`config.mk`:
```
export PLATFORM = sky130hd
export DESIGN_NAME = laser_echo_window
export DESIGN_NICKNAME = d
export VERILOG_FILES = /design/src/rtl/laser_pkg.sv /design/src/rtl/echo_first_hit.sv /design/src/rtl/laser_echo_window.sv
export SDC_FILE = /design/constraint.sdc
export NUM_CORES = 1
export LEC_CHECK = 0
export BUFFER_PORTS_ARGS = -buffer_cell sky130_fd_sc_hd__clkbuf_2
export CORE_UTILIZATION = 26
export DETAILED_ROUTE_END_ITERATION = 16
export GPL_TIMING_DRIVEN = 0
export PLACE_DENSITY = 0.43
export RECOVER_POWER = 50
export SLEW_MARGIN = 20
export SYNTH_ARGS = -nofsm -noshare
export SYNTH_HDL_FRONTEND = slang
export SYNTH_SLANG_ARGS = --single-unit
```
`constraint.sdc`:
```
create_clock -name i_clk_100m -period 2 [get_ports i_clk_100m]
set_clock_uncertainty 0.2 [all_clocks]
set_input_delay 0.3 -clock i_clk_100m [delete_from_list [all_inputs] [get_ports i_clk_100m]]
set_output_delay 0.3 -clock i_clk_100m [all_outputs]
set_load 0.1 [all_outputs]
```
`src/rtl/laser_pkg.sv`:
```
// Shared encodings and default constants for the laser echo window block.
package laser_pkg;

  typedef enum logic [1:0] {
    ST_IDLE   = 2'd0,
    ST_WINDOW = 2'd1,
    ST_RESULT = 2'd2,
    ST_GUARD  = 2'd3
  } state_t;

  localparam int TDC_STOP1_WINDOW = 48;
  localparam int TDC_STOP2_WINDOW = 54;
  localparam int SERNUM_W         = 4;
  localparam int NUM_CH           = 2;

  // Bits needed to hold 0..max_val, never less than one.
  function automatic int cnt_bits(input int max_val);
    return (max_val > 1) ? $clog2(max_val + 1) : 1;
  endfunction

endpackage

```
`src/rtl/echo_first_hit.sv`:
```
// Keeps the first stop pulse of one TDC channel that lands inside its window.
module echo_first_hit
  import laser_pkg::*;
#(
  parameter int CNT_W = 8
) (
  input  logic             i_clk_100m,
  input  logic             i_rst,
  input  logic             clr,
  input  logic             arm,
  input  logic [CNT_W-1:0] win_cnt,
  input  logic [CNT_W-1:0] win_lim,
  input  logic             stop,
  output logic             hit,
  output logic [CNT_W-1:0] hit_time
);

  logic take;

  assign take = arm && stop && !hit && (win_cnt < win_lim);

  // The timestamp only moves on the first in-window hit, so it reads 0 on a miss.
  always_ff @(posedge i_clk_100m or posedge i_rst) begin
    if (i_rst) begin
      hit      <= 1'b0;
      hit_time <= '0;
    end else if (clr) begin
      hit      <= 1'b0;
      hit_time <= '0;
    end else if (take) begin
      hit      <= 1'b1;
      hit_time <= win_cnt;
    end
  end

endmodule

```
`src/rtl/laser_echo_window.sv`:
```
// Per-shot echo window: opens stop windows on fire, reports first hits, paces the trigger.
module laser_echo_window
  import laser_pkg::*;
#(
  parameter int STOP1_WIN = TDC_STOP1_WINDOW,
  parameter int STOP2_WIN = TDC_STOP2_WINDOW,
  parameter int GUARD_CYC = 4,
  parameter int CNT_W     = 8
) (
  input  logic                i_clk_100m,
  input  logic                i_rst,
  input  logic                i_laser_sync,
  input  logic [SERNUM_W-1:0] i_laser_sernum,
  input  logic                i_stop1,
  input  logic                i_stop2,
  input  logic                i_result_ready,
  output logic                o_result_valid,
  output logic [SERNUM_W-1:0] o_result_sernum,
  output logic [CNT_W-1:0]    o_stop1_time,
  output logic [CNT_W-1:0]    o_stop2_time,
  output logic                o_stop1_hit,
  output logic                o_stop2_hit,
  output logic                o_cdctdc_ready,
  output logic                o_sync_drop
);

  localparam int G_W = cnt_bits(GUARD_CYC);

  if (STOP1_WIN < 1 || STOP2_WIN < STOP1_WIN || STOP2_WIN > (1 << CNT_W) - 1) begin : g_param_chk
    $error("laser_echo_window: window parameters out of range");
  end

  state_t                          state, state_nxt;
  logic [CNT_W-1:0]                cnt;
  logic [G_W-1:0]                  gcnt;
  logic [SERNUM_W-1:0]             sernum_q;
  logic                            drop_q;
  logic                            start, win_last, xfer, in_win;
  logic [NUM_CH-1:0]               stop_vec, hit_vec;
  logic [NUM_CH-1:0][CNT_W-1:0]    lim_vec, time_vec;

  always_comb begin
    state_nxt = state;
    start     = 1'b0;
    win_last  = 1'b0;
    xfer      = 1'b0;
    case (state)
      ST_IDLE: begin
        if (i_laser_sync) begin
          start     = 1'b1;
          state_nxt = ST_WINDOW;
        end
      end
      ST_WINDOW: begin
        if (cnt == CNT_W'(STOP2_WIN - 1)) begin
          win_last  = 1'b1;
          state_nxt = ST_RESULT;
        end
      end
      ST_RESULT: begin
        if (i_result_ready) begin
          xfer      = 1'b1;
          state_nxt = ST_GUARD;
        end
      end
      ST_GUARD: begin
        if (gcnt == '0) state_nxt = ST_IDLE;
      end
      default: state_nxt = ST_GUARD;
    endcase
  end

  always_ff @(posedge i_clk_100m or posedge i_rst) begin
    if (i_rst) begin
      state    <= ST_GUARD;
      cnt      <= '0;
      gcnt     <= G_W'(GUARD_CYC);
      sernum_q <= '0;
      drop_q   <= 1'b0;
    end else begin
      state  <= state_nxt;
      drop_q <= i_laser_sync && (state != ST_IDLE);
      if (start) begin
        cnt      <= '0;
        sernum_q <= i_laser_sernum;
      end else if (state == ST_WINDOW && !win_last) begin
        cnt <= cnt + 1'b1;
      end
      if (xfer) begin
        gcnt <= G_W'(GUARD_CYC);
      end else if (state == ST_GUARD && gcnt != '0) begin
        gcnt <= gcnt - 1'b1;
      end
    end
  end

  // Hit registers only change while the window is open, so they double as
  // the stable result register during ST_RESULT.
  assign in_win     = (state == ST_WINDOW);
  assign stop_vec   = {i_stop2, i_stop1};
  assign lim_vec[0] = CNT_W'(STOP1_WIN);
  assign lim_vec[1] = CNT_W'(STOP2_WIN);

  for (genvar g = 0; g < NUM_CH; g++) begin : g_ch
    echo_first_hit #(.CNT_W(CNT_W)) u_hit (
      .i_clk_100m (i_clk_100m),
      .i_rst      (i_rst),
      .clr        (start),
      .arm        (in_win),
      .win_cnt    (cnt),
      .win_lim    (lim_vec[g]),
      .stop       (stop_vec[g]),
      .hit        (hit_vec[g]),
      .hit_time   (time_vec[g])
    );
  end

  assign o_result_valid  = (state == ST_RESULT);
  assign o_result_sernum = sernum_q;
  assign o_stop1_hit     = hit_vec[0];
  assign o_stop2_hit     = hit_vec[1];
  assign o_stop1_time    = time_vec[0];
  assign o_stop2_time    = time_vec[1];
  assign o_cdctdc_ready  = (state == ST_IDLE);
  assign o_sync_drop     = drop_q;

endmodule
```
==> metrics.cfg, run 1 <==
[layout]
final_common_cell=clkbuf_2
n_fill_cell=624
final_nets=228
final_util_pct=36.9
area.growth.synth_to_final_pct=33.1
drive_gt1_share_pct=33.6
instances_no_fill=286
final_cell_mix=clkbuf_2 (35), dfrtp_1 (32), nand2_1 (22)
antenna_cells=0

[worst_setup_path]
crit_start=state[0]$_DFFE_PP1P_
path_class=register to output pin
path_max_fanout=6
reg2reg_slack_ps=90
cp_slowest_stage_delay_ps=580
critPathArrivalTime_ps=1430
start_kind=register
cp.required_ps=1500
crit_path_top_delay_cell=dfstp_2
crit_path_cell_trace=inv_1 -> ha_4 -> buf_4
worst-r2r-cell-count=6
critPathCaptureType=output pin
r2r_end=g_ch[0].u_hit.hit_time[5]$_DFFE_PP0P_
rr_startpoint=state[0]$_DFFE_PP1P_

[synthesis]
ys_warn_count=0
yosysSeqAreaShare_pct=53.9
ys_ff_latch=36
synthDominantCellAreaShare_pct=49.2
synth.distinct_cells=38
yosysTopAreaCell=dfrtp_1
syn_avg_cell_area_um2=10.6
ys_top_cells_by_area=dfrtp_1 (49%), ha_1 (6.0%), nand2_1 (4.9%)
synth_fp_nets=177
syn-cell-area_mm2=0.00168
synth_cells=159
synth_ff_type=dfrtp_1
synth_edf_count=0
ys_async_sr_fraction_pct=100

[sta]
maxSlewHeadroom_pct=63.3
max_clock_freq_mhz=518
min_period_ps=1930
setup_viol=0
timing.final.ws_setup_ps=70.5
worstMarginPinSlew_ps=551
fin_crit_sh_pct=96.5
finalHoldViolCount=0
grt_setup_unrepaired=yes
finalSetupTns_ps=0
drv_slew=0

[floorplan]
core_area_mm2=0.00606
rows=28
start_util_pct=27.7
die_h_um=82.4
io_pins=35
dieArea_mm2=0.00678
die_x_um=82.4

[grt]
grt_pass1_vias=1227
grt_max_degree=26
grt_overflow=0
antenna_found_initial=0
grt_usage_pct=12.7
grt_pass1_wl_um=6150

[outcome]
status=finished, final reports clean

[cts]
cts_inserted_buffers=5
worstSkewPairLatency_ps=290
cts_sinks=36
clockBufferDepth=2
cts_root_buffer=clkbuf_8
clk_pin_slew_ps=70
cts_tree=yes
h-tree-depth=2

[power]
pwr-share-seq_pct=51.5
p_comb_share_pct=3.5
intPower_mw=1.12
powerDensity_mw_per_mm2=634
ir_drop_v=0.000211
p_total_mw=1.42
swShare_pct=21.1
p_sw_mw=0.299
p_leak_nw=1.18
clkPwrFrac_pct=45.0

[detailed_routing]
antenna_left=0
routedWlPerCell_um=13.6
wirelength_um=3900
vias_per_cell=4.53
drt_iter0_markers=33
first_pass_iters=4
drc_errors=0
dr_total_vias=1295

[place]
port_buffers=34
post-place-ws_ps=-123
hpwl_um=2640
dp.cells=269
place_congestion=0.694

[hold_path]
hold_end=gcnt[0]$_DFFE_PP0P_
worstHoldStart=i_result_ready
hp-class=primary input to register
hold_path_depth=2

[run]
maxCapViolations=0

## state kept, by name, summed over array words and instances (netlist names)
signal / count
o_result_sernum: 4
cnt: 8
o_sync_drop: 1
g_ch.u_hit.hit_time: 16
gcnt: 3
state: 2
g_ch.u_hit.hit: 2
## critical path, delay by kind of cell (launching register included)
| kind | cells | cell delay, ps |
|---|---|---|
| fa+ha+maj | 1 | 210 |
| flops | 1 | 580 |
| buf+inv | 2 | 350 |
## kinds of logic after synthesis
logic type	share of synthesized area (%)
xor gates and xnor gates	2.61
and+or+nand+nor	18.6
DFF	53.9
adders and majority gates	5.96
muxes	5.07
AOI/OAI and AO/OA	9.46
buffers and inverters	4.40
## per-layer routing
layer / share of wire [%] / track usage (%) / vias to the layer above / routed length, um
met5: 0 / 0 / - / 0
met4: 1.9 / 6.84 / 0 / 76
met3: 4.1 / 3.08 / 7 / 159
met2: 46 / 19.1 / 27 / 1800
met1: 48 / 16.6 / 618 / 1870
li1: - / - / 643 / -
## worst max-delay path by stage
stage,end,slack (ps),depth (start not counted)
2_1_floorplan,g_ch[0].u_hit.hit_time[0]$_DFFE_PP0P_,50,6
3_3_place_gp,g_ch[0].u_hit.hit_time[1]$_DFFE_PP0P_,-120,5
3_5_place_dp,g_ch[0].u_hit.hit_time[5]$_DFFE_PP0P_,-120,5
4_1_cts,g_ch[0].u_hit.hit_time[5]$_DFFE_PP0P_,20,6
5_1_grt,g_ch[0].u_hit.hit_time[5]$_DFFE_PP0P_,-10,6
6_report,o_cdctdc_ready,70,3
## synthesized netlist by cell type (2+ instances only)
library cell,count
dfrtp_1,33
nand2_1,22
nor2_1,12
inv_1,11
nand3_1,9
ha_1,8
mux2i_1,7
a21oi_1,5
and3_1,5
o21ai_1,5
clkbuf_1,4
o21ai_0,4
xor2_1,4
and2_1,3
dfstp_2,3
buf_2,2
## power groups by stage
stage / logic [mW] / clock network [mW] / registers, mW
floorplan: 0.0126 / 0 / 0.751
global placement: 0.0376 / 0 / 0.743
detailed placement: 0.0424 / 0 / 0.743
CTS: 0.0503 / 0.671 / 0.729
global route: 0.0549 / 0.693 / 0.729
finish: 0.0491 / 0.638 / 0.729
## through the flow
step	hold WS [ps]	area [um^2]
6_report	34.1	2230
5_1_grt	35.0	2230
4_1_cts	15.6	2190
3_5_place_dp	52.3	1990
3_3_place_gp	266	1970
2_1_floorplan	182	1700
## repair_timing
item	4_1_cts	5_1_grt
pin swaps	1	3
gates cloned	0	1
hold endpoints to repair	15	0
buffers inserted	3	1
endpoints found under the setup margin	23	20
resized for setup	6	11
hold buffers	5	0
## cell type report
cell class / instances / area [um^2] / area share, %
flip-flops and latches: 36 / 906 / 40.5
multi-input cells: 106 / 778 / 34.8
repair buffers: 44 / 275 / 12.3
well taps: 75 / 93.8 / 4.20
clock buffers: 6 / 72.6 / 3.25
inverters: 11 / 41.3 / 1.85
clock inverters: 2 / 35.0 / 1.57
plain buffers: 6 / 32.5 / 1.46
No activity file was read; power rests on OpenSTA's default activity.
==> run 2, diff against run 1 <==
--- a/config.mk
+++ b/config.mk
@@ -7,6 +7,7 @@
 export LEC_CHECK = 0
 export BUFFER_PORTS_ARGS = -buffer_cell sky130_fd_sc_hd__clkbuf_2
 export CORE_UTILIZATION = 26
+export CTS_BUF_LIST = sky130_fd_sc_hd__clkbuf_8
 export DETAILED_ROUTE_END_ITERATION = 16
 export GPL_TIMING_DRIVEN = 0
 export PLACE_DENSITY = 0.43
==> run 2 against run 1 <==
Register-to-register slack about the same. Maximum frequency unchanged. Count of clock-buffer cells in the layout decreased by 1. Die area unchanged. Non-clock buffer count unchanged. Hold slack unchanged. Sequential share of layout area unchanged. Worst setup slack unchanged. Final area unchanged. Critical endpoint unchanged. Sequential power about the same. Via count about the same. Largest power group unchanged. Critical path depth unchanged.
==> metrics.cfg, run 2 (same netlist as run 1, synthesis figures left out) <==
[worst_setup_path]
rr_startpoint=state[0]$_DFFE_PP1P_
r2r_end=g_ch[0].u_hit.hit_time[5]$_DFFE_PP0P_
crit_path_cell_trace=inv_1 -> ha_4 -> buf_4
cp-endpoint=o_cdctdc_ready
crit_path_top_delay_cell=dfstp_2
critPathCaptureType=output pin
path_class=register to output pin
critPathArrivalTime_ps=1430
crit_start=state[0]$_DFFE_PP1P_
path_max_fanout=6
cp.required_ps=1500
worst-r2r-cell-count=6
cp_slowest_stage_delay_ps=580
start_kind=register
reg2reg_slack_ps=90

[layout]
fin_area_mm2=0.00223
final_common_cell=clkbuf_2
final_cell_mix=clkbuf_2 (35), dfrtp_1 (32), nand2_1 (22)
drive_gt1_share_pct=33.6
largest_reg_flops=16
antenna_cells=0
regMostFlops=g_ch.u_hit.hit_time
final_nets=228
area.growth.synth_to_final_pct=33.1
instances_no_fill=286
final_util_pct=36.9

[place]
port_buffers=34
placed_cell_area_mm2=0.00199
hpwl_um=2640
post-place-ws_ps=-123
dp.cells=269
place_congestion=0.694

[detailed_routing]
dr_total_vias=1296
routedWlPerCell_um=13.6
drc_errors=0
wirelength_um=3900
vias_per_cell=4.53
antenna_left=0
first_pass_iters=4
drt_iter0_markers=33

[sta]
timing.final.ws_setup_ps=70.5
grt_setup_unrepaired=yes
drv_slew=0
max_clock_freq_mhz=518
min_period_ps=1930
finalHoldViolCount=0
maxSlewHeadroom_pct=63.3
fin_crit_sh_pct=96.5
setup_viol=0
worstMarginPinSlew_ps=551

[grt]
grt_usage_pct=12.7
antenna_found_initial=0
grt_max_degree=26
grt_pass1_vias=1227
grt_overflow=0
grt_pass1_wl_um=6150

[outcome]
status=finished, final reports clean

[floorplan]
die_x_um=82.4
io_pins=35
start_util_pct=27.7
core_area_mm2=0.00606
die_h_um=82.4
dieArea_mm2=0.00678
rows=28

[cts]
cts_tree=yes
h-tree-depth=2
cts_inserted_buffers=5
clk_pin_slew_ps=70
cts_root_buffer=clkbuf_8
cts_sinks=36
worstSkewPairLatency_ps=290
clockBufferDepth=2

[power]
p_leak_nw=1.19
ir_drop_v=0.000211
powerDensity_mw_per_mm2=632

[run]
maxCapViolations=0

[hold_path]
hp-class=primary input to register

==> run 2: timing repair <==
action / in CTS / in global routing
pin swaps: 1 / 3
hold endpoints to repair: 15 / 0
endpoints found under the setup margin: 23 / 20
resized for setup: 6 / 11
hold buffers: 5 / 0
setup buffers: 3 / 1
cloned: 0 / 1
==> run 2: cell type report <==
type	count	area [um^2]
repair buffers	44	275
multi-input cells	106	778
clock inverters	3	38.8
clock buffers	5	68.8
flip-flops and latches	36	906
plain buffers	6	32.5
inverters	11	41.3
well taps	75	93.8
fillers	624	3830
==> run 2: critical path: cells and delay by family (launching register included) <==
kind / cells / cell delay, ps
flip-flops: 1 / 580
adder cells (fa/ha/maj): 1 / 210
buffers and inverters: 2 / 350
==> run 2: per-stage QoR <==
step	hold slack [ps]	setup TNS, ps	total power [mW]
2_1_floorplan	182	0	0.763
3_3_place_gp	266	-1310	0.781
3_5_place_dp	52.3	-1350	0.785
4_1_cts	15.6	0	1.45
5_1_grt	35.0	-13.6	1.47
6_report	34.1	0	1.41
==> run 2: how the worst min path moves through the flow <==
stage / from / end / depth (start not counted)
floorplan: i_result_ready / gcnt[0]$_DFFE_PP0P_ / 1
global placement: o_result_sernum[2]$_DFFE_PP0P_ / o_result_sernum[2]$_DFFE_PP0P_ / 2
detailed placement: i_rst / o_sync_drop$_DFF_PP0_ / 2
global route: i_result_ready / gcnt[0]$_DFFE_PP0P_ / 2
CTS: i_result_ready / gcnt[2]$_DFFE_PP1P_ / 3
finish: i_result_ready / gcnt[0]$_DFFE_PP0P_ / 2
==> run 2: routing by layer <==
layer	vias up	GRT usage [%]	share of wire, %
met5	-	0	0
met4	0	6.84	1.9
met3	7	3.08	4.1
met2	27	19.1	46
met1	619	16.6	48
li1	643	-	-
==> run 2: power breakdown <==
group,switching (mW),total [mW],internal (mW)
clock network,0.268,0.633,0.365
logic,0.0311,0.0491,0.0180
registers,0.000366,0.729,0.729
total,0.300,1.41,1.11
==> run 3, diff against run 2 <==
--- a/config.mk
+++ b/config.mk
@@ -6,11 +6,12 @@
 export NUM_CORES = 1
 export LEC_CHECK = 0
 export BUFFER_PORTS_ARGS = -buffer_cell sky130_fd_sc_hd__clkbuf_2
+export CORE_MARGIN = 2
 export CORE_UTILIZATION = 26
 export CTS_BUF_LIST = sky130_fd_sc_hd__clkbuf_8
 export DETAILED_ROUTE_END_ITERATION = 16
 export GPL_TIMING_DRIVEN = 0
-export PLACE_DENSITY = 0.43
+export PLACE_DENSITY = 0.42
 export RECOVER_POWER = 50
 export SLEW_MARGIN = 20
 export SYNTH_ARGS = -nofsm -noshare
==> constraint.sdc (replaced) <==
create_clock -name i_clk_100m -period 1.86 [get_ports i_clk_100m]
set_clock_uncertainty 0.2 [all_clocks]
set_input_delay 0.279 -clock i_clk_100m [delete_from_list [all_inputs] [get_ports i_clk_100m]]
set_output_delay 0.279 -clock i_clk_100m [all_outputs]
set_load 0.1 [all_outputs]
==> run 3 against run 2 <==
Worst setup slack got worse by 63 ps. Largest cell class unchanged. Largest power group unchanged. Total power grew 7.9%. Critical path type is now register to register. Sequential cell count unchanged.
==> metrics.cfg, run 3 (same netlist as run 1, synthesis figures left out) <==
[place]
place_congestion=0.754
dp.cells=271
port_buffers=34
hpwl_um=2720

[sta]
fin_crit_sh_pct=99.6
worstMarginPinSlew_ps=568
setup_viol=0
max_clock_freq_mhz=540
finalSetupTns_ps=0
holdWs_ps=74.4
grt_setup_unrepaired=yes
drv_slew=0
min_period_ps=1850
maxSlewHeadroom_pct=62.1
finalHoldViolCount=0

[cts]
cts_sinks=36
cts_tree=yes
clockBufferDepth=2
cts_inserted_buffers=5
worstSkewPairLatency_ps=290
cts_root_buffer=clkbuf_8
clk_pin_slew_ps=80
h-tree-depth=2

[floorplan]
dieArea_mm2=0.00712
io_pins=35
die_h_um=84.4
core_area_mm2=0.00631
rows=29
start_util_pct=26.6
die_x_um=84.4

[grt]
use_met3_pct=3.34
antenna_found_initial=0
grt_pass1_vias=1436
grt_max_degree=26
grt_most_used_layer=met2
gr-usage-met2_pct=19.0
grt_pass1_wl_um=7040
grt_util_met1_pct=17.1
grt_overflow=0
grt_usage_pct=12.4

[power]
ir_drop_v=0.000271
swShare_pct=21.4
p_comb_share_pct=3.3
p_total_mw=1.52
intPower_mw=1.20
p_leak_nw=1.23
p_sw_mw=0.325
pwr-share-seq_pct=51.5
clkPwrFrac_pct=45.2
powerDensity_mw_per_mm2=633

[detailed_routing]
wirelength_um=3990
routedWlPerCell_um=13.5
first_pass_iters=4
antenna_left=0
drc_errors=0
drt_iter0_markers=46
vias_per_cell=4.53
dr_total_vias=1340

[layout]
final_nets=236
largest_reg_flops=16
multi_input_area_um2=838
antenna_cells=0
regMostFlops=g_ch.u_hit.hit_time
area.growth.synth_to_final_pct=43.2
final_common_cell=clkbuf_2
register_area_um2=910
n_fill_cell=671
drive_gt1_share_pct=43.8
instances_no_fill=296
final_cell_mix=clkbuf_2 (32), dfrtp_1 (29), nand2_1 (22)

[worst_setup_path]
critPathCaptureType=register
cp.required_ps=1850
path_class=register to register
start_kind=register
path_max_fanout=5
critPathArrivalTime_ps=1840

[hold_path]
hp-class=primary input to register

[outcome]
status=finished, final reports clean

[run]
maxCapViolations=0

-- run 3: power by group through the flow --
stage / sequential [mW] / clock, mW / combinational (mW)
after floorplan: 0.807 / 0 / 0.0135
after global placement: 0.799 / 0 / 0.0411
after detailed placement: 0.799 / 0 / 0.0463
after CTS: 0.784 / 0.719 / 0.0573
after global routing: 0.784 / 0.748 / 0.0570
final: 0.784 / 0.688 / 0.0504
-- run 3: routing by layer --
| layer | routed length [um] | vias up |
|---|---|---|
| li1 | - | 663 |
| met2 | 1850 | 25 |
| met3 | 146 | 2 |
| met1 | 1980 | 650 |
| met5 | 0 | - |
| met4 | 14 | 0 |
-- run 3: metrics by stage --
stage               instance area [um^2]  utilization, %  setup slack [ps]
detailed placement                  2000            31.7              -235
finish                              2400            38.1              7.93
CTS                                 2360            37.3             -6.47
global route                        2400            38.1             -81.9
floorplan                           1710               -             -1.48
global placement                    1980            31.4              -204
-- run 3: area by class of cell --
cell class / instances / area share [%]
Clock buffer: 5 / 2.86
Sequential cell: 36 / 37.8
Timing Repair Buffer: 52 / 14.9
Buffer: 6 / 1.82
Inverter: 11 / 1.93
Multi-Input combinational cell: 106 / 34.9
Clock inverter: 3 / 1.77
Tap cell: 77 / 4.01
-- run 3: worst paths after layout --
check	from	endpoint	slack, ps	depth (start not counted)
setup / recovery	state[0]$_DFFE_PP1P_	g_ch[1].u_hit.hit_time[6]$_DFFE_PP0P_	8	6
hold / removal	i_laser_sync	o_sync_drop$_DFF_PP0_	70	3
setup reg to reg	state[0]$_DFFE_PP1P_	g_ch[1].u_hit.hit_time[6]$_DFFE_PP0P_	8	6
hold reg to reg	o_result_sernum[0]$_DFFE_PP0P_	o_result_sernum[0]$_DFFE_PP0P_	280	2
max in group asynchronous	i_rst	g_ch[0].u_hit.hit$_DFFE_PP0P_	180	4
min in group asynchronous	i_rst	o_result_sernum[2]$_DFFE_PP0P_	320	3
-- run 3: worst max-delay path, stage by stage (launching register included) --
cell and delay [ps]:
dfstp_2 600, ha_4 160, nor3b_4 170, buf_6 140, o2111ai_4 140, buf_6 180
and3_4 160
-- run 3: what timing repair did --
action / CTS / global route
endpoints found under the setup margin: 29 / 26
hold buffers: 6 / 0
buffers inserted: 9 / 1
gates cloned: 2 / 0
endpoints found under the hold margin: 19 / 0
gates resized for setup: 25 / 20
pin swaps: 4 / 10
